[src/rtl/cdb_arbiter.sv]
// cdb_arbiter
// Result-bus arbiter between the execution units and writeback.
// Each source (ALU, store address unit, multiplier, load buffer) feeds a
// small FIFO. One queue head per cycle is granted round-robin onto the
// registered common data bus. A full queue back-pressures its source.
// Speculative entries are discarded on a branch misprediction (squash).
//
// Ports
//   clock      in   clock
//   reset      in   asynchronous, active-high reset
//   alu_in     in   ALU result            (source 0)
//   st_in      in   store address result  (source 1)
//   mult_in    in   multiplier result     (source 2)
//   ld_in      in   load buffer result    (source 3)
//   squash     in   misprediction: drop every spec=1 result this cycle
//   src_stall  out  per-source queue-full flag
//   cdb_out    out  registered CDB broadcast
//   cdb_src    out  source index of cdb_out (registered)

package cdb_pkg;
    typedef struct packed {
        logic        valid;
        logic [31:0] value;
        logic [5:0]  rob_tag;
        logic [31:0] inst;
        logic [31:0] npc;
        logic        spec;
    } EX_WR_PACKET;
endpackage

module cdb_arbiter
    import cdb_pkg::*;
#(
    parameter int QDEPTH = 2
) (
    input  logic        clock,
    input  logic        reset,
    input  EX_WR_PACKET alu_in,
    input  EX_WR_PACKET st_in,
    input  EX_WR_PACKET mult_in,
    input  EX_WR_PACKET ld_in,
    input  logic        squash,
    output logic [3:0]  src_stall,
    output EX_WR_PACKET cdb_out,
    output logic [1:0]  cdb_src
);

    localparam int CW = $clog2(QDEPTH + 1);

    // Queue slot 0 is always the head; entries are kept packed toward it.
    EX_WR_PACKET   r_q    [4][QDEPTH];
    logic [CW-1:0] r_cnt  [4];
    logic [1:0]    r_rr;
    EX_WR_PACKET   r_cdb;
    logic [1:0]    r_src;

    EX_WR_PACKET   w_in   [4];
    logic [3:0]    w_push;
    logic          w_gnt_v;
    logic [1:0]    w_gnt;
    EX_WR_PACKET   w_head;
    EX_WR_PACKET   w_nq   [4][QDEPTH];
    logic [CW-1:0] w_ncnt [4];

    assign w_in[0] = alu_in;
    assign w_in[1] = st_in;
    assign w_in[2] = mult_in;
    assign w_in[3] = ld_in;

    assign cdb_out = r_cdb;
    assign cdb_src = r_src;

    always_comb begin
        src_stall = 4'b0000;
        w_push    = 4'b0000;
        for (int i = 0; i < 4; i++) begin
            src_stall[i] = (r_cnt[i] == CW'(QDEPTH));
            w_push[i]    = w_in[i].valid && !src_stall[i] && !(squash && w_in[i].spec);
        end
    end

    // Round-robin search starting at r_rr. Walking the offsets from the far
    // end lets the nearest eligible queue overwrite the others.
    always_comb begin
        logic [1:0] idx;
        idx     = 2'd0;
        w_gnt_v = 1'b0;
        w_gnt   = 2'd0;
        for (int k = 3; k >= 0; k--) begin
            idx = r_rr + 2'(k);
            if ((r_cnt[idx] != '0) && !(squash && r_q[idx][0].spec)) begin
                w_gnt_v = 1'b1;
                w_gnt   = idx;
            end
        end
    end

    always_comb begin
        w_head       = r_q[w_gnt][0];
        w_head.valid = 1'b1;
    end

    // Next queue image: drop the granted head and any squashed entries,
    // compact the survivors in order, then append the accepted push.
    always_comb begin
        int k;
        k = 0;
        for (int i = 0; i < 4; i++) begin
            k = 0;
            for (int m = 0; m < QDEPTH; m++) begin
                w_nq[i][m] = '0;
            end
            for (int j = 0; j < QDEPTH; j++) begin
                if ((j < int'(r_cnt[i])) &&
                    !(w_gnt_v && (int'(w_gnt) == i) && (j == 0)) &&
                    !(squash && r_q[i][j].spec)) begin
                    for (int m = 0; m < QDEPTH; m++) begin
                        if (m == k) begin
                            w_nq[i][m] = r_q[i][j];
                        end
                    end
                    k++;
                end
            end
            if (w_push[i]) begin
                for (int m = 0; m < QDEPTH; m++) begin
                    if (m == k) begin
                        w_nq[i][m] = w_in[i];
                    end
                end
                k++;
            end
            w_ncnt[i] = CW'(k);
        end
    end

    // Payload storage needs no reset: a zero count marks every slot empty.
    always_ff @(posedge clock) begin
        r_q <= w_nq;
    end

    always_ff @(posedge clock or posedge reset) begin
        if (reset) begin
            r_cnt <= '{default: '0};
            r_rr  <= 2'd0;
            r_cdb <= '0;
            r_src <= 2'd0;
        end else begin
            r_cnt <= w_ncnt;
            if (w_gnt_v) begin
                r_cdb <= w_head;
                r_src <= w_gnt;
                r_rr  <= w_gnt + 2'd1;
            end else begin
                r_cdb <= '0;
            end
        end
    end

endmodule

[config.mk]
export PLATFORM = sky130hd
export DESIGN_NAME = cdb_arbiter
export DESIGN_NICKNAME = d
export VERILOG_FILES = /design/src/rtl/cdb_arbiter.sv
export SDC_FILE = /design/constraint.sdc
export NUM_CORES = 2
export LEC_CHECK = 0
export ABC_AREA = 0
export BUFFER_PORTS_ARGS = -buffer_cell sky130_fd_sc_hd__buf_2
export CAP_MARGIN = 20
export CORE_UTILIZATION = 63
export CTS_CLUSTER_DIAMETER = 200
export CTS_CLUSTER_SIZE = 20
export DETAILED_ROUTE_END_ITERATION = 8
export PLACE_DENSITY = 0.86
export SYNTH_ARGS = -nofsm -noshare
export SYNTH_HDL_FRONTEND = slang
export SYNTH_SLANG_ARGS = --single-unit
export TNS_END_PERCENT = 10
[constraint.sdc]
create_clock -name clock -period 10.18 [get_ports clock]
set_input_delay 1.527 -clock clock [delete_from_list [all_inputs] [get_ports clock]]
set_output_delay 1.527 -clock clock [all_outputs]
set_load 0.01 [all_outputs]
==> impl_metrics.yaml <==
run_status:
  outcome: "finished clean"
route:
  viasPerCell: 6.750
  first_pass_iters: 8
  dr_total_vias: 38040
  ant_nets: 0
  drt-initial-drc-count: 5166
  wire_per_inst_um: 23.46
  drc_errors: 0
  totalWireLength_mm: 132.2
setup_path:
  crit_arrival_ps: 6650
  worstPathRequired_ps: 10650
  crit_family: "buffers and inverters"
  critPathLaunchType: "input port"
  cp_max_fo: 153
  cp_slowest_stage_delay_ps: 870
  crit_top_cell: "buf_4"
  path_buf_inv: 5
  critPathCaptureType: "register"
  criticalPathCategory: "input port to register"
  path_cells: "buf_2 -> a2bb2oi_4 -> buf_4 -> o21ai_0 -> a32o_1 -> o21a_4 -> buf_12 -> buf_4 -> buf_4 -> mux2i_1 -> o22ai_1"
  slowest_stage: "buf_4"
grt:
  first_global_vias: 35690
  met2_usage_pct: 59.24
  top_usage_layer: "met2"
  met1_usage_pct: 50.53
  gr-total-overflow: 0
  antenna_found_initial: 56
  grtUsageTotal_pct: 38.25
  grt_pass1_wl_mm: 202.2
  grt_max_degree: 154
  grtUsageMet3_pct: 7.033
finish:
  area_delta_synth_final_pct: 9.754
  nets: 5121
  nFillCells: 4770
  drive_above_1_share_pct: 16.47
  finalNonFillerCells: 5635
floorplan:
  dieHeight_um: 257.1
  io_pins: 529
  die_area_um2: 66120
  start_util_pct: 63.73
  coreArea_um2: 64350
  die_x_um: 257.1
  rows: 93
power:
  p_leak_nw: 16.82
  peakVddDrop_uv: 819.0
  p_per_area_nw_per_um2: 406.6
synth:
  syn_nets: 4991
  avgSynthCellArea_um2: 8.980
  synthesis.area_um2: 41010
  synthTopCellsByArea: "dfxtp_1 (40%), o211ai_1 (9.4%), nand2_1 (7.8%)"
  synth_fa_ha_area_share_pct: 0.1770
  synth-edff-count: 0
  synthMuxAreaShare_pct: 10.54
  synthXorXnorAreaFrac_pct: 0.08543
  synth_compound_gate_area_share_pct: 23.61
  synth_seq_cells: 940
  synthArstFlopShare_pct: 12.34
  synthesis.instances: 4567
  synth_cell_type_count: 51
  synth.top_cell.area_share_pct: 40.22
  yosys_warnings: 0
  yosys.area.top_type: "dfxtp_1"
  synth_top_family_by_area: "compound AO/OA/AOI/OAI gates"
  seq_area_frac_synth_pct: 47.30
  synth-simple-area-share_pct: 12.12
  ys.flop_type: "dfxtp_1"
timing:
  setup_tns_ps: 0
  slew_headroom_pct: 25.53
  setup_viol: 0
  rsz0062_at_grt: "no"
  max_freq_mhz: 161.6
  slew_viol_final: 0
  hold_violations: 0
  worst_slew_pin_slew_ps: 1113
  fin_skew_ps: 28.20
  hold_slack_ps: 460.9
  fin_crit_ps: 6189
  fin_crit_sh_pct: 60.79
cts:
  cts_hold_buf: 0
  cts_htree_levels: 2
  clockRootBuffer: "clkbuf_16"
  clk_latency_ps: 640
  cts_max_path_buffers: 3
  cts.sinks: 940
  numCtsBuffers: 52
  cts_tree: "done"
  cts_setup_buffers: 0
  post_cts_resized: 0
  clk_pin_slew_worst_paths_ps: 90
worst_hold_path:
  hp-class: "register to register"
place:
  place_inst: 5495
  place_hpwl_mm: 79.23
  io_buffers: 528
  place_congestion: 0.8933
job:
  maxCapViolCount: 0
## worst paths after layout
kind,slack [ps],end,start,cells after the start
min in group asynchronous,910,cdb_out[86],reset,2
worst max-delay path,3990,cdb_out[50],squash,11
worst max register to register,4570,cdb_out[50],r_rr[1],9
worst min-delay path,460,r_q[253],r_q[253],2
worst min register to register,460,r_q[253],r_q[253],2
max in group asynchronous,7760,cdb_out[34],reset,3
## per-stage QoR
stage                     instance area (um^2)  setup WS, ps  util, %  power (mW)
after floorplan                          41010          5577        -       12.94
after global placement                   43350          3601    67.37       15.43
after detailed placement                 43350          3495    67.37       15.73
after CTS                                44820          4141    69.66       17.90
after global routing                     44990          3835    69.92       19.07
final                                    45010          3991    69.95       18.30
## worst register-to-register path, stage by stage, from the launching register on
cell	delay, ps
dfrtp_1	580
mux2_2	410
a2111oi_2	460
o21bai_1	290
o21a_4	700
buf_12	720
buf_4	1020
buf_4	810
mux2i_1	340
o22ai_1	110
## layout make-up
class,count,area (um^2),share of cell area (%)
Antenna cell,45,112.6,0.2502
Clock buffer,90,1444,3.208
Sequential cell,940,19400,43.10
Inverter,112,430.4,0.9562
Multi-Input combinational cell,3001,19320,42.92
Clock inverter,2,25.02,0.05560
Tap cell,855,1070,2.377
Timing Repair Buffer,590,3211,7.133
## flip-flops by register name, indices dropped and copies added, names as in the netlist
| signal | flops |
|---|---|
| cdb_out | 104 |
| cdb_src | 2 |
| r_cnt | 8 |
| r_q | 824 |
| r_rr | 2 |
## layout by cell type, fill, tap and decap left out, drive strengths merged, types with 3 or more instances in the layout
cell type / Yosys / layout
a2bb2oi: 4 / 4
nor3: 3 / 3
ha: 5 / 5
nor2b: 4 / 4
nor2: 121 / 121
dfrtp: 116 / 116
o22ai: 103 / 103
xor2: 3 / 3
inv: 112 / 113
nand3: 106 / 106
clkbuf: 396 / 90
nand2: 849 / 849
a22o: 103 / 103
o2111ai: 206 / 206
a31oi: 105 / 105
diode: 0 / 45
nor3b: 3 / 3
o211ai: 515 / 515
a21oi: 4 / 4
mux2: 104 / 104
nand4: 103 / 103
and2: 9 / 9
mux2i: 309 / 309
o2bb2ai: 4 / 4
buf: 118 / 590
o21ai: 318 / 318
dfxtp: 824 / 824
## cell usage after synthesis, types with 5 or more instances
cell type and n:
a22o_1 103, a31oi_1 105, and2_1 9, buf_1 28, buf_2 70, buf_4 16
clkbuf_1 396, dfrtp_1 116, dfxtp_1 824, ha_1 5, inv_1 111, mux2_2 88
mux2_4 16, mux2i_1 309, nand2_1 849, nand3_1 106, nand4_1 103, nor2_1 121
o2111ai_1 206, o211ai_1 515, o21ai_0 316, o22ai_1 103
## power breakdown
group	switching, mW	leakage (nW)	internal (mW)	total [mW]
logic	7.32	7.84	2.86	10.2
clock network	1.25	0.697	0.969	2.22
registers	0.774	8.28	5.13	5.91
total	9.34	16.8	8.96	18.3
## cells by family after synthesis
| family | count (synthesis) |
|---|---|
| AND/OR/NAND/NOR | 1203 |
| AO/OA/AOI/OAI | 1375 |
| multiplexers | 413 |
| flip-flops | 940 |
| adder cells (fa/ha/maj) | 6 |
| buffers and inverters | 626 |
| XOR/XNOR | 4 |
## per-layer routing
metal  vias up  wire, um
met2      2505     59750
met3       453     13280
met1     18110     51860
met4        32      7102
met5         -       218
li1      16940         -
Power figures use the tool's default switching activity.
